$ cat config.mk
export PLATFORM = sky130hd
export DESIGN_NAME = approx_mult_error_scanner_flat
export DESIGN_NICKNAME = d
export VERILOG_FILES = /design/src/rtl/approx_mult_error_scanner_if.sv /design/src/rtl/approx_mult_error_scanner.sv /design/src/flat_wrapper.sv
export SDC_FILE = /design/constraint.sdc
export NUM_CORES = 1
export LEC_CHECK = 0
export CAP_MARGIN = 20
export CORE_ASPECT_RATIO = 1.4
export CORE_UTILIZATION = 50
export DETAILED_ROUTE_END_ITERATION = 10
export PLACE_DENSITY = 0.78
export SYNTH_ARGS = -nofsm -noshare
export SYNTH_HDL_FRONTEND = slang
export SYNTH_SLANG_ARGS = --single-unit
$ cat constraint.sdc
create_clock -name clk -period 5.9 [get_ports clk]
set_input_delay 0.885 -clock clk [delete_from_list [all_inputs] [get_ports clk]]
set_output_delay 0.885 -clock clk [all_outputs]
set_load 0.1 [all_outputs]
$ cat src/rtl/approx_mult_error_scanner_if.sv
// Bus between the error scanner and its environment.
// The scanner (slave) drives operands to the multiplier under test and publishes
// the sweep status and error statistics. The environment (master) drives
// start/abort and returns the multiplier product on mut_result.
//   start, abort : sweep control
//   op_a, op_b   : operands presented to the multiplier under test
//   mut_result   : multiplier product, MUT_LATENCY cycles after its operands
//   busy, done   : sweep in progress / one-cycle completion pulse
//   err_count, sum_ed, max_ed, worst_a, worst_b : accumulated error statistics
interface approx_mult_error_scanner_if #(
  parameter int unsigned WIDTH = 4
);
  logic                 start;
  logic                 abort;
  logic [WIDTH-1:0]     op_a;
  logic [WIDTH-1:0]     op_b;
  logic [2*WIDTH-1:0]   mut_result;
  logic                 busy;
  logic                 done;
  logic [2*WIDTH:0]     err_count;
  logic [4*WIDTH:0]     sum_ed;
  logic [2*WIDTH-1:0]   max_ed;
  logic [WIDTH-1:0]     worst_a;
  logic [WIDTH-1:0]     worst_b;

  modport master (
    output start, abort, mut_result,
    input  op_a, op_b, busy, done, err_count, sum_ed, max_ed, worst_a, worst_b
  );

  modport slave (
    input  start, abort, mut_result,
    output op_a, op_b, busy, done, err_count, sum_ed, max_ed, worst_a, worst_b
  );
endinterface

$ cat src/rtl/approx_mult_error_scanner.sv
// Error-characterisation engine for an approximate multiplier.
// On start, sweeps every (a, b) operand pair (a outer, b inner), one pair per
// cycle, compares the multiplier result against the exact product delayed to
// match the multiplier latency, and accumulates error count, sum of absolute
// error distance, maximum error distance and the first pair reaching it.
//   clk : rising-edge clock
//   rst : synchronous active-high reset
//   bus : scanner side of approx_mult_error_scanner_if (see interface header)
module approx_mult_error_scanner #(
  parameter int unsigned WIDTH       = 4,
  parameter int unsigned MUT_LATENCY = 0
) (
  input  logic                      clk,
  input  logic                      rst,
  approx_mult_error_scanner_if.slave bus
);

  localparam int unsigned PW = 2 * WIDTH;      // product / sweep index width
  localparam int unsigned EW = 2 * WIDTH + 1;  // error distance and error count width
  localparam int unsigned SW = 4 * WIDTH + 1;  // error-distance sum width
  localparam int unsigned CW = 4;              // drain counter width
  localparam logic [CW-1:0] DRAIN_INIT =
    CW'((MUT_LATENCY == 32'd0) ? 32'd0 : MUT_LATENCY - 32'd1);

  typedef enum logic [1:0] {
    S_IDLE  = 2'd0,
    S_SWEEP = 2'd1,
    S_DRAIN = 2'd2
  } state_e;

  state_e          state_q, state_d;
  logic [PW-1:0]   idx_q, idx_d;
  logic [CW-1:0]   drain_q, drain_d;
  logic            busy_q, busy_d;
  logic            done_q, done_d;
  logic [EW-1:0]   err_q, err_d;
  logic [SW-1:0]   sum_q, sum_d;
  logic [PW-1:0]   max_q, max_d;
  logic [WIDTH-1:0] wa_q, wa_d;
  logic [WIDTH-1:0] wb_q, wb_d;
  logic            clear_c;

  logic            cmp_valid_c;
  logic [WIDTH-1:0] cmp_a_c;
  logic [WIDTH-1:0] cmp_b_c;
  logic [PW-1:0]   cmp_exact_c;
  logic [PW-1:0]   exact_c;
  logic [EW-1:0]   mut_x_c;
  logic [EW-1:0]   exact_x_c;
  logic [EW-1:0]   ed_c;

  // Exact product of the pair currently driven to the multiplier
  assign exact_c = PW'(idx_q[PW-1:WIDTH]) * PW'(idx_q[WIDTH-1:0]);

  // Align the exact product and operands with the multiplier latency
  if (MUT_LATENCY == 0) begin : g_comb
    assign cmp_valid_c = (state_q == S_SWEEP);
    assign cmp_a_c     = idx_q[PW-1:WIDTH];
    assign cmp_b_c     = idx_q[WIDTH-1:0];
    assign cmp_exact_c = exact_c;
  end else begin : g_pipe
    logic [MUT_LATENCY-1:0] vld_q;
    logic [WIDTH-1:0]       a_q [MUT_LATENCY];
    logic [WIDTH-1:0]       b_q [MUT_LATENCY];
    logic [PW-1:0]          p_q [MUT_LATENCY];

    // Abort discards everything still in flight
    always_ff @(posedge clk) begin
      if (rst || ((state_q != S_IDLE) && bus.abort)) begin
        vld_q <= '0;
      end else begin
        vld_q[0] <= (state_q == S_SWEEP);
        for (int unsigned i = 1; i < MUT_LATENCY; i++) begin
          vld_q[i] <= vld_q[i-1];
        end
      end
    end

    always_ff @(posedge clk) begin
      a_q[0] <= idx_q[PW-1:WIDTH];
      b_q[0] <= idx_q[WIDTH-1:0];
      p_q[0] <= exact_c;
      for (int unsigned i = 1; i < MUT_LATENCY; i++) begin
        a_q[i] <= a_q[i-1];
        b_q[i] <= b_q[i-1];
        p_q[i] <= p_q[i-1];
      end
    end

    assign cmp_valid_c = vld_q[MUT_LATENCY-1];
    assign cmp_a_c     = a_q[MUT_LATENCY-1];
    assign cmp_b_c     = b_q[MUT_LATENCY-1];
    assign cmp_exact_c = p_q[MUT_LATENCY-1];
  end

  // Absolute error distance, one bit wider so the subtraction never wraps
  assign mut_x_c   = {1'b0, bus.mut_result};
  assign exact_x_c = {1'b0, cmp_exact_c};
  assign ed_c      = (mut_x_c >= exact_x_c) ? (mut_x_c - exact_x_c) : (exact_x_c - mut_x_c);

  // Sweep control: next state, index, drain countdown, busy/done
  always_comb begin
    state_d = state_q;
    idx_d   = idx_q;
    drain_d = drain_q;
    done_d  = 1'b0;
    clear_c = 1'b0;
    unique case (state_q)
      S_IDLE: begin
        if (bus.start) begin
          clear_c = 1'b1;
          idx_d   = '0;
          state_d = S_SWEEP;
        end
      end
      S_SWEEP: begin
        if (bus.abort) begin
          state_d = S_IDLE;
        end else if (idx_q == '1) begin
          if (MUT_LATENCY == 0) begin
            state_d = S_IDLE;
            done_d  = 1'b1;
          end else begin
            state_d = S_DRAIN;
            drain_d = DRAIN_INIT;
          end
        end else begin
          idx_d = idx_q + PW'(1);
        end
      end
      S_DRAIN: begin
        if (bus.abort) begin
          state_d = S_IDLE;
        end else if (drain_q == '0) begin
          state_d = S_IDLE;
          done_d  = 1'b1;
        end else begin
          drain_d = drain_q - CW'(1);
        end
      end
      default: state_d = S_IDLE;
    endcase
    busy_d = (state_d != S_IDLE);
  end

  // Statistics: cleared on start, updated on every aligned compare
  always_comb begin
    err_d = err_q;
    sum_d = sum_q;
    max_d = max_q;
    wa_d  = wa_q;
    wb_d  = wb_q;
    if (clear_c) begin
      err_d = '0;
      sum_d = '0;
      max_d = '0;
      wa_d  = '0;
      wb_d  = '0;
    end else if (cmp_valid_c) begin
      if (ed_c != '0) begin
        err_d = err_q + EW'(1);
      end
      sum_d = sum_q + SW'(ed_c);
      // Strictly greater: ties keep the earlier pair
      if (ed_c > EW'(max_q)) begin
        max_d = ed_c[PW-1:0];
        wa_d  = cmp_a_c;
        wb_d  = cmp_b_c;
      end
    end
  end

  always_ff @(posedge clk) begin
    if (rst) begin
      state_q <= S_IDLE;
      idx_q   <= '0;
      drain_q <= '0;
      busy_q  <= 1'b0;
      done_q  <= 1'b0;
      err_q   <= '0;
      sum_q   <= '0;
      max_q   <= '0;
      wa_q    <= '0;
      wb_q    <= '0;
    end else begin
      state_q <= state_d;
      idx_q   <= idx_d;
      drain_q <= drain_d;
      busy_q  <= busy_d;
      done_q  <= done_d;
      err_q   <= err_d;
      sum_q   <= sum_d;
      max_q   <= max_d;
      wa_q    <= wa_d;
      wb_q    <= wb_d;
    end
  end

  assign bus.op_a      = idx_q[PW-1:WIDTH];
  assign bus.op_b      = idx_q[WIDTH-1:0];
  assign bus.busy      = busy_q;
  assign bus.done      = done_q;
  assign bus.err_count = err_q;
  assign bus.sum_ed    = sum_q;
  assign bus.max_ed    = max_q;
  assign bus.worst_a   = wa_q;
  assign bus.worst_b   = wb_q;

endmodule

$ cat src/flat_wrapper.sv
// flat-port wrapper written by rule: the top's interface ports become plain ports
module approx_mult_error_scanner_flat 
#(
  parameter int unsigned WIDTH       = 4,
  parameter int unsigned MUT_LATENCY = 0
)
  (clk, rst, bus_start, bus_abort, bus_mut_result, bus_op_a, bus_op_b, bus_busy, bus_done, bus_err_count, bus_sum_ed, bus_max_ed, bus_worst_a, bus_worst_b);
  approx_mult_error_scanner_if #(.WIDTH(WIDTH)) bus_i ();
  input  logic clk;
  input  logic rst;
  input wire logic [$bits(bus_i.start)-1:0] bus_start;
  input wire logic [$bits(bus_i.abort)-1:0] bus_abort;
  input wire logic [$bits(bus_i.mut_result)-1:0] bus_mut_result;
  output wire logic [$bits(bus_i.op_a)-1:0] bus_op_a;
  output wire logic [$bits(bus_i.op_b)-1:0] bus_op_b;
  output wire logic [$bits(bus_i.busy)-1:0] bus_busy;
  output wire logic [$bits(bus_i.done)-1:0] bus_done;
  output wire logic [$bits(bus_i.err_count)-1:0] bus_err_count;
  output wire logic [$bits(bus_i.sum_ed)-1:0] bus_sum_ed;
  output wire logic [$bits(bus_i.max_ed)-1:0] bus_max_ed;
  output wire logic [$bits(bus_i.worst_a)-1:0] bus_worst_a;
  output wire logic [$bits(bus_i.worst_b)-1:0] bus_worst_b;
  assign bus_i.start = bus_start;
  assign bus_i.abort = bus_abort;
  assign bus_i.mut_result = bus_mut_result;
  assign bus_op_a = bus_i.op_a;
  assign bus_op_b = bus_i.op_b;
  assign bus_busy = bus_i.busy;
  assign bus_done = bus_i.done;
  assign bus_err_count = bus_i.err_count;
  assign bus_sum_ed = bus_i.sum_ed;
  assign bus_max_ed = bus_i.max_ed;
  assign bus_worst_a = bus_i.worst_a;
  assign bus_worst_b = bus_i.worst_b;
  approx_mult_error_scanner #(.WIDTH(WIDTH), .MUT_LATENCY(MUT_LATENCY)) u_core (.clk(clk), .rst(rst), .bus(bus_i));
endmodule
* Word level (Yosys, flattened, before mapping) *
Cells that the tools add are included.

word-level totals
  output and inout port bits = 52
  flip-flop bits (word level) = 58
  logic and storage cells = 55

cells by class
  bitwise operators = 2
  $add $sub $neg = 6
  $lt $le $gt $ge = 2
  equality and inequality tests = 6
  multipliers = 1
  reduce and logical (&&, ||, !) cells = 10
  multiplexer cells = 18

operators by type and width
  operator               number
  $mux W8                3
  $sub A8 B8 Y9          2
  $add A17 B9 Y17        1
  $pmux W8 S2            1
  $mux W2                5
  $add A9 B1 Y9 const B  1
  $gt A9 B8 Y1           1
  $mux W9                1
  $reduce_bool A9 Y1     1
  $add A8 B1 Y8 const B  1
  $eq A8 B8 Y1 const B   1
  $ge A8 B8 Y1           1
  $mul A4 B4 Y8          1
  $mux W1                6
  $ne A2 B2 Y1 const B   3
  $pmux W2 S3            1
  $logic_not A4 Y1       1
  $reduce_and A2 Y1      2
  $reduce_and A4 Y1      1
  $reduce_bool A2 Y1     2
  $sub A4 B1 Y4 const B  1
  $reduce_and A3 Y1      1
  $eq A2 B1 Y1 const B   1
  $eq A2 B2 Y1 const B   1
  4 further kinds        5

* Depth between registers and ports, before layout *
Gate-level depths: netlist of run 1.

  word-level depth = 5
  mapped depth = 31
  depth with buffers taken out = 30

* Worst setup path before layout of run 1 *
No wires, ideal clock.

  path type = register to register
  start = register u_core.idx_q[3]
  end = register u_core.max_q[4] (netlist: u_core.bus.max_ed[4])
  period minus slack after synthesis = 7.232 ns
  slack = -1.332 ns
  required time = 5.814 ns
  arrival time = 7.146 ns
  stages on the path, launching flop included = 32
  library setup time = 0.086 ns
  path through = dfxtp_1 > clkbuf_1 > nand2_1 > fa_1 > inv_1 > fa_1 > ha_1 > a21o_1 > a21oi_1 > o21bai_1 > a21oi_1 > xnor2_1 > ha_1 > buf_6 > and2_4 > a311o_1 > a31o_4 > o21ai_4 > mux2i_1 > xor2_1 > inv_1 > ha_1 > a21o_1 > a21oi_1 > o21ai_0 > a21o_1 > a21oi_1 > a21oi_1 > o21ai_1 > clkbuf_1 > nor2_1 > a211oi_1

on the way
  longest elaborated chain between the ends = 5

ends and longest elaborated chain
  element                                               RTL line                          source
  start, declared                                       approx_mult_error_scanner.sv:32   logic [PW-1:0] idx_q, idx_d;
  start signal, assigned                                approx_mult_error_scanner.sv:187  idx_q <= idx_d;
  $mul A4 B4 Y8 *                                       approx_mult_error_scanner.sv:53   assign exact_c = PW'(idx_q[PW-1:WIDTH]) * PW'(idx_q[WIDTH-1:0]);
  $sub A8 B8 Y9 / $ge A8 B8 Y1 (equally long branches)  approx_mult_error_scanner.sv:99   assign ed_c = (mut_x_c >= exact_x_c) ? (mut_x_c - exact_x_c) : (exact_x_c - mut_x_c);
  $mux W9 *                                             approx_mult_error_scanner.sv:99
  net u_core.ed_c[4]                                    approx_mult_error_scanner.sv:50   logic [EW-1:0] ed_c;
  $gt A9 B8 Y1                                          approx_mult_error_scanner.sv:165  if (ed_c > EW'(max_q)) begin
  $reduce_and A2 Y1 (no line)                           n/a
  end signal, assigned                                  approx_mult_error_scanner.sv:193  max_q <= max_d;
  end, declared                                         approx_mult_error_scanner.sv:38   logic [PW-1:0] max_q, max_d;

The timed path passes the listed nets; every way through them passes the cells marked *.
A chain may end at the register's enable or synchronous reset.

* Final worst setup path of run 1 *
  start = register u_core.idx_q[6]
  end = register u_core.max_q[6] (netlist: u_core.bus.max_ed[6])

on the way
  longest elaborated chain between the ends = 5

ends and longest elaborated chain
  element                      RTL line
  $mul A4 B4 Y8                approx_mult_error_scanner.sv:53
  $ge A8 B8 Y1                 approx_mult_error_scanner.sv:99
  $mux W9                      approx_mult_error_scanner.sv:99
  net u_core.ed_c[1]           approx_mult_error_scanner.sv:50
  $gt A9 B8 Y1                 approx_mult_error_scanner.sv:165
  $reduce_and A2 Y1 (no line)  n/a

The timed path passes the listed nets, and every way through them passes these cells.

==> impl_metrics.csv, run 1 <==
group,metric,value,unit
run_status,status,"finished with violations",
run_status,violations,"setup timing",
timing,hold_slack,462.4,ps
route,wire_per_inst,16.39,um
timing,max_freq,0.1649,GHz
pwr,power_density,229.3,nW/um2
clock_network,root_buffer,"clkbuf_16",
placement,dp_slack,-110.8,ps
timing,skew,4.117,ps
route,vias_per_cell,5.671,
die,core,8149,um2
clock_network,clock_latency,330,ps
route,via_count,4032,
worst_setup_path,path_max_fanout,5,
worst_setup_path,cp.buffers_inverters,5,
global_routing,grt_use_met3,4.609,%
worst_setup_path,crit_family,"compound AO/OA/AOI/OAI gates",
logic_synthesis,synth_edf_count,0,
logic_synthesis,ys.flop_type,"dfxtp_1",
layout,synthToLayoutAreaGrowth,41.00,%
layout,num-nets-final,676,
timing,finalCritPeriodShare,102.8,%
global_routing,top_usage_layer,"met2",
clock_network,h-tree-depth,3,
layout,drive_gt1_share,22.66,%
worst_hold_path,hold_class,"reg2reg",
timing,relSlewSlack,32.56,%
die,fp.dieH,110.3,um
route,drc,0,
global_routing,antenna_found_initial,0,
route,wl,11650,um
pwr,p_leak,2.478,nW
layout,diodes,0,
timing,rsz0062_at_grt,"yes",
die,die_x,79.37,um
route,drt_iter0_markers,200,
global_routing,gr-usage-met1,28.59,%
logic_synthesis,async_reset_ff_share,0,%
worst_setup_path,crit_path_top_delay_cell,"fa_1",
clock_network,clk_pin_slew,50,ps
global_routing,grt_pass1_wl,17040,um
placement,place.gp.congestion,1.021,
route,firstDrtPassIters,5,
global_routing,grt_max_degree,32,
logic_synthesis,yosysTopAreaCell,"dfxtp_1",
worst_setup_path,arrival,6310,ps
placement,numPortBuffers,63,
die,rows,39,
placement,dp_hpwl,7941,um
logic_synthesis,synth_area_leaders,"dfxtp_1 (28%), ha_1 (16%), xor2_1 (5.0%)",
timing,hold_violations,0,
die,io-pin-count,64,
worst_setup_path,critPathMaxStageDelay,520,ps
timing,fin_crit,6066,ps
clock_network,clk_path_buf_depth,2,
timing,slew_violations,0,
layout,design_area,5908,um2
logic_synthesis,avgSynthCellArea,8.347,um2
die,dieArea,8756,um2
worst_setup_path,crit_path_frequent_cell,"a21oi_2",
logic_synthesis,syn-instance-count,502,
worst_setup_path,path_class,"reg2reg",
timing,finalSetupViolCount,25,
global_routing,grt_pass1_vias,3717,
placement,dpl_cell_area,5171,um2
die,start_util,51.42,%
clock_network,cts_sinks,58,
global_routing,grt_util_all_layers,25.19,%
worst_setup_path,critPathLaunchType,"flip-flop",
clock_network,cts_hold_buffers,0,
global_routing,overflow,0,
logic_synthesis,post_synth_num_cell_types,52,
timing,worst_pin_slew,1008,ps
logic_synthesis,syn-cell-area,4190,um2
clock_network,cts_made_buffers,9,
worst_setup_path,end_kind,"flip-flop",
route,antenna_left,0,
logic_synthesis,yosysTopAreaCellShare,27.71,%
pwr,ir_worst_vdd,0.2063,mV
run,cap_violations,0,
timing,finalWorstSetupSlack,-165.5,ps
clock_network,cts_tree,"built",
logic_synthesis,synth-seq-area-share,27.71,%
global_routing,use_met2,44.64,%
logic_synthesis,yosysWarnings,0,
logic_synthesis,synthesis.nets,574,
worst_setup_path,cp.required,6140,ps
logic_synthesis,ys_ff_latch,58,
## tightest hold or removal path: cells and delay by family (launching register included)
kind	cells	cell delay, ps
simple gates	1	50
compound gates	1	50
flops	1	310
## synth_stat cells, types with 7 or more instances
library cell	instances
and2_1	12
nand4_1	9
a211oi_1	10
or3_1	7
xor2_1	24
ha_1	53
nand2_1	32
fa_1	7
mux2i_1	11
a21o_1	12
nor2_1	40
xnor2_1	10
nand3_1	27
inv_1	46
dfxtp_1	58
clkbuf_1	18
o21ai_0	21
a21oi_1	31
## final timing paths
kind                           end  cells after the start                   from  slack (ps)
min          u_core.bus.worst_a[3]                      2  u_core.bus.worst_a[3]         460
max reg2reg   u_core.bus.max_ed[6]                     29        u_core.idx_q[6]        -170
max           u_core.bus.max_ed[6]                     29        u_core.idx_q[6]        -170
min reg2reg  u_core.bus.worst_a[3]                      2  u_core.bus.worst_a[3]         460
## kinds of logic (layout without fill, tap and decap cells)
logic type / count (synthesis) / count (layout) / synth area share (%)
muxes: 12 / 12 / 2.986
xor gates and xnor gates: 34 / 34 / 7.106
and+or+nand+nor: 159 / 159 / 19.23
DFF: 58 / 58 / 27.71
AOI/OAI and AO/OA: 109 / 109 / 17.14
buffers and inverters: 70 / 177 / 6.658
adders and majority gates: 60 / 60 / 19.17
## layout make-up
| cell class | count | area [um2] |
|---|---|---|
| Sequential cell | 58 | 1185 |
| Fill cell | 591 | 2241 |
| Timing Repair Buffer | 113 | 1061 |
| Multi-Input combinational cell | 374 | 3039 |
| Inverter | 48 | 180.2 |
| Tap cell | 102 | 127.6 |
| Clock buffer | 12 | 267.8 |
| Clock inverter | 4 | 47.55 |
## metal layers
metal / part of all wire, % / wire length [um]
met1: 39 / 4599
met2: 51 / 5956
met3: 4.1 / 473
met4: 5.4 / 624
met5: 0 / 0
## repair_timing
item | in CTS | in global routing
gates cloned | 0 | 1
pin swaps | 10 | 42
resized for setup | 6 | 38
setup buffers | 8 | 14
setup endpoints to repair | 25 | 33
## power breakdown
part	switching (mW)	leakage (nW)	total (mW)	internal, mW
logic	0.244	1.85	0.400	0.156
registers	0.0106	0.475	0.411	0.401
clock network	0.181	0.154	0.544	0.362
total	0.436	2.48	1.35	0.918
## cell usage in the layout, fill, tap and decap left out, types with 7 or more instances in the layout
cell,Yosys,layout
o21ai_0,21,10
dfxtp_1,58,51
a21o_1,12,12
clkdlybuf4s50_1,0,63
buf_4,0,41
nand2_1,32,29
mux2i_1,11,11
xnor2_1,10,9
clkbuf_16,0,10
a21oi_2,3,11
nor2_1,40,36
and2_1,12,12
or3_1,7,7
nand4_1,9,9
xor2_1,24,22
nand3_2,0,11
ha_1,53,47
nand3_1,27,15
a211oi_1,10,7
o21ai_1,5,14
inv_1,46,44
a21oi_1,31,22
## flip-flops by register name (all words and copies together), names as in the netlist, 2 cells and up
signal / cells
u_core.idx_q: 8
u_core.bus.worst_b: 4
u_core.state_q: 2
u_core.bus.err_count: 9
u_core.bus.max_ed: 8
u_core.drain_q: 4
u_core.bus.worst_a: 4
u_core.bus.sum_ed: 17
## per-stage QoR
stage,power [mW],instances,util [%],setup TNS (ps)
3_3_place_gp,0.7293,671,63.46,0
2_1_floorplan,0.6521,502,-,-7716
3_5_place_dp,0.7365,671,63.46,-792.4
4_1_cts,1.288,695,68.31,0
5_1_grt,1.404,711,72.50,-10000
6_report,1.355,711,72.50,-2547
(Power assumes the default switching activity.)
==> run 2, diff against run 1 <==
--- a/config.mk
+++ b/config.mk
@@ -8,8 +8,10 @@
 export CAP_MARGIN = 20
 export CORE_ASPECT_RATIO = 1.4
 export CORE_UTILIZATION = 50
+export CTS_CLUSTER_SIZE = 12
 export DETAILED_ROUTE_END_ITERATION = 10
 export PLACE_DENSITY = 0.78
+export SKIP_LAST_GASP = 1
 export SYNTH_ARGS = -nofsm -noshare
 export SYNTH_HDL_FRONTEND = slang
 export SYNTH_SLANG_ARGS = --single-unit
==> run 2 against run 1 <==
Compared with the run above: utilization barely moved; sequential share of layout area barely moved; clock skew fell by 0.79 ps; largest power group unchanged; clock power barely moved; first-iteration DRC count did not move; global-route usage did not move; routed wire length rose by 0.32%; die area did not move; setup slack got worse by 10 ps; the run still ends with setup timing left.
==> impl_metrics.csv, run 2 (synthesized netlist as in run 1, its figures left out) <==
group,metric,value,unit
layout,fin_cells,711,
layout,layout_common_cells,"clkdlybuf4s50_1 (63), dfxtp_1 (51), ha_1 (47)",
placement,dp_slack,-110.8,ps
layout,num-nets-final,676,
worst_setup_path,r2r_end,"u_core.bus.max_ed[6]",
timing,finalSetupViolCount,25,
die,rows,39,
timing,rsz0062_at_grt,"yes",
route,antenna_left,0,
die,start_util,51.42,%
route,drt_iter0_markers,200,
timing,hold_slack,460.3,ps
clock_network,cts_sinks,58,
layout,design_area,5904,um2
worst_setup_path,arrival,6320,ps
die,io-pin-count,64,
timing,relSlewSlack,31.85,%
placement,place.gp.congestion,1.021,
die,dieArea,8756,um2
global_routing,grt_pass1_wl,17040,um
worst_setup_path,cp.required,6150,ps
worst_setup_path,critPathLaunchType,"flip-flop",
worst_setup_path,path_max_fanout,5,
layout,diodes,0,
pwr,finalPower,1.355,mW
pwr,p_leak,2.478,nW
placement,dp_hpwl,7941,um
worst_setup_path,crit_end,"u_core.bus.max_ed[6]",
timing,tns,-2806,ps
layout,n_fill_cell,591,
timing,max_freq,0.1646,GHz
global_routing,overflow,0,
timing,skew,3.324,ps
timing,slew_violations,0,
placement,numPortBuffers,63,
worst_setup_path,end_kind,"flip-flop",
layout,final_util,72.46,%
timing,worst_pin_slew,1019,ps
timing,hold_violations,0,
die,die_x,79.37,um
run_status,violations,"setup timing",
placement,dpl_cell_area,5171,um2
layout,multiInputGateArea,3039,um2
run_status,status,"finished with violations",
layout,mostFrequentLayoutCell,"clkdlybuf4s50_1",
clock_network,clk_path_buf_depth,2,
route,wire_per_inst,16.44,um
worst_hold_path,hold_class,"reg2reg",
timing,fin_crit,6076,ps
pwr,ir_worst_vdd,0.2060,mV
global_routing,grt_max_degree,32,
worst_setup_path,rr_startpoint,"u_core.idx_q[6]",
die,core,8149,um2
worst_setup_path,reg2regPathDepth,29,
worst_setup_path,crit_path_frequent_cell,"a21oi_2",
timing,finalCritPeriodShare,103.0,%
clock_network,cts_hold_buffers,0,
clock_network,clk_pin_slew,50,ps
global_routing,antenna_found_initial,0,
global_routing,grt_util_all_layers,25.19,%
route,drc,0,
clock_network,root_buffer,"clkbuf_16",
run,cap_violations,0,
layout,synthToLayoutAreaGrowth,40.91,%
clock_network,cts_tree,"built",
clock_network,clock_latency,330,ps
placement,place_inst,671,
global_routing,grt_pass1_vias,3717,
clock_network,h-tree-depth,3,
worst_setup_path,worstSetupStartpoint,"u_core.idx_q[6]",
route,via_count,4032,
timing,finalWorstSetupSlack,-175.9,ps
route,wl,11690,um
route,vias_per_cell,5.671,
layout,register_area,1185,um2
worst_setup_path,r2r_slack,-180,ps
layout,drive_gt1_share,22.66,%
worst_setup_path,path_class,"reg2reg",
clock_network,cts_made_buffers,9,
die,fp.dieH,110.3,um
worst_setup_path,critPathMaxStageDelay,520,ps
worst_setup_path,crit_path_top_delay_cell,"fa_1",
route,firstDrtPassIters,7,
layout,largest_reg_flops,17,
pwr,power_density,229.5,nW/um2
==> run 2: final cells by class <==
type	count	share of cell area, %
tap	102	2.161
timing repair buffer	113	17.91
clock inverter	4	0.8053
inverter	48	3.051
multi-input combinational	374	51.47
clock buffer	12	4.535
sequential	58	20.07
==> run 2: repair_timing <==
action	in CTS	in global routing
gates resized for setup	6	37
gates cloned	0	1
hold endpoints to repair	0	0
pin swaps	10	37
setup buffers	8	14
setup endpoints to repair	25	33
==> run 2: worst min path at each step <==
stage,start,to,cells after the start
global route,u_core.bus.worst_b[0],u_core.bus.worst_b[0],2
floorplan,u_core.drain_q[3],u_core.drain_q[3],2
finish,u_core.bus.worst_b[0],u_core.bus.worst_b[0],2
CTS,u_core.bus.worst_b[0],u_core.bus.worst_b[0],2
global placement,u_core.bus.worst_b[0],u_core.bus.worst_b[0],2
detailed placement,u_core.bus.worst_b[0],u_core.bus.worst_b[0],2
==> run 2: layer usage <==
metal | GRT usage [%] | up-vias | routed length, um
met4 | 13.12 | 0 | 581
met5 | 0 | - | 0
met3 | 4.609 | 42 | 561
met2 | 44.64 | 150 | 5997
li1 | - | 1950 | -
met1 | 28.59 | 1890 | 4550
==> run 2: worst max-delay path, delay by kind of cell, from the launching register on <==
family,cells,cell delay [ps]
adder cells (fa/ha/maj),5,1790
buffers and inverters,5,630
AO/OA/AOI/OAI,15,2640
flip-flops,1,360
multiplexers,1,330
AND/OR/NAND/NOR,2,90
XOR/XNOR,1,160
==> run 2: where the power goes <==
group | internal (mW) | switching [mW]
Clock | 0.362 | 0.183
Combinational | 0.155 | 0.244
Sequential | 0.401 | 0.0105
Total | 0.918 | 0.437
==> edit (flow settings as in run 1) <==
Make the reset (`rst`) asynchronous in one clocked block. Comments in the files are not updated.
--- a/src/rtl/approx_mult_error_scanner.sv
+++ b/src/rtl/approx_mult_error_scanner.sv
@@ -172,3 +172,3 @@
 
-  always_ff @(posedge clk) begin
+  always_ff @(posedge clk or posedge rst) begin
     if (rst) begin
Behaviour: differs if rst is asserted again (counterexample within 4 cycles, from zero or initial values and one cycle with rst high); with rst held inactive, the same outputs for 4 cycles.
==> edit against run 1 <==
Synthesized cell count shrank 0.80%; routed wire length is 4.9% higher; worst setup slack better by 0.21 ns; largest cell class unchanged; area after synthesis increased by 9.4%; utilization fell by 5.4 points; cell area grew 2.0%; maximum frequency rose by 3.6%; cell count is 2.3% lower; sequential cell count unchanged.
Power is not compared: it rests on default switching activity, and its combinational part moved more than twofold at a synthesized area within 25%.
==> edit: results (changes against run 1) <==
rr_endpoint: "u_core.bus.worst_a[1]$_DFFE_PP0P_"
synth_compound_area_share_pct: 20.6  # +3.4 points
avgViaCountPerCell: 5.91  # +4.3%
critPathMaxFanout: 8  # +3
slowest_delay_ns: 0.55  # +0.03 ns
drt-initial-drc-count: 199  # -0.50%
wl_per_cell_um: 17.6  # +7.3%
relSlewSlack_pct: 32.1  # -0.49 points
hp-class: "flop to flop"
synth_xor_xnor_area_share_pct: 4.40  # -2.7 points
min_from: "u_core.drain_q[3]$_DFFE_PP0P_"
htreeDepth: 3  # unchanged
grt_usage_pct: 24.6  # -0.56 points
synth_fa_ha_area_share_pct: 17.5  # -1.6 points
synth_commonest_cells: "dfrtp_1 (58), ha_1 (53), inv_1 (38)"
met1Wirelength_um: 4910  # +6.7%
endpoint_kind: "flop"
place.gp.congestion: 0.936  # -8.3%
drive_gt1_share_pct: 16.8  # -5.8 points
r2r_cells: 26  # -10%
wl_met2_um: 6510  # +9.2%
power.leakage_nw: 2.77
seq-power_mw: 0.549
wl_met3_um: 430  # -9.1%
yosys-top-cells-area: "dfrtp_1 (32%), ha_1 (14%), a22o_1 (3.4%)"
grt.met3_usage_pct: 4.45  # -0.16 points
ir_drop_mv: 0.376
drt_pass1_iterations: 5  # unchanged
cts-resized-gates: 0  # -6
largest_reg_flops: 17  # unchanged
grt_max_degree: 59  # +84%
synthFlopType: "dfrtp_1"
crit_arrival_ns: 6.11  # -0.20 ns
globalRouteMet1Util_pct: 28.4  # -0.18 points
min_path_cells: 1  # -1
dpl_cell_area_sq_mm: 0.00548  # +6.0%
powerDensity_mw_per_mm2: 424
fin_cells: 695  # -2.3%
ys_seq_area_share_pct: 31.7  # +4.0 points
synth_cell_type_count: 61  # +17%
post_synth.cell_area_avg_sq_um: 9.20  # +10%
swShare_pct: 48.9
finalClockSkew_ns: 0.00734  # +0.00322 ns
synth-async-reset-ratio_pct: 100  # +100 points
muxShareOfSynthArea_pct: 2.62  # -0.37 points
dp.cells: 663  # -1.2%
cts_root_buf: "clkbuf_16"
hpwl_um: 8500  # +7.0%
use_met2_pct: 44.3  # -0.38 points
grt_pass1_vias: 3966  # +6.7%
grt_pass1_wl_um: 18800  # +10%
rrSetupSlack_ns: 0.05  # +0.21 ns
holdPathEnd: "u_core.drain_q[3]$_DFFE_PP0P_"
ff_latch_area_sq_mm: 0.00146  # +23%
critical_path.startpoint: "u_core.idx_q[3]$_DFFE_PP0P_"
synth_nets: 570  # -0.70%
status: "complete, no violations"
ys_warn_count: 0  # unchanged
cts_setup_buffers: 3  # -5
fill_cells: 682  # +15%
edit: cell count changes after synthesis, moves of 10 or more:
cell,delta
nand3_1,-17
dfxtp_1,-58
xor2_1,-13
a22o_1,+18
o21ai_0,+10
dfrtp_1,+58
edit: per-stage QoR:
step | setup slack [ns] | hold slack [ns] | TNS, ns
after floorplan | -0.0550 | 0.446 | -0.536
after global placement | 0.0557 | 0.463 | 0
after detailed placement | -0.0899 | 0.479 | -0.0899
after CTS | 0.00587 | 0.506 | 0
after global routing | -0.198 | 0.514 | -3.36
final | 0.0468 | 0.501 | 0
edit: area by class of cell:
class / count / area share [%]
clock buffer: 11 / 4.03
clock inverter: 5 / 1.29
inverter: 38 / 2.37
multi-input combinational: 385 / 51.9
sequential: 58 / 24.2
tap: 107 / 2.22
timing repair buffer: 91 / 14.0
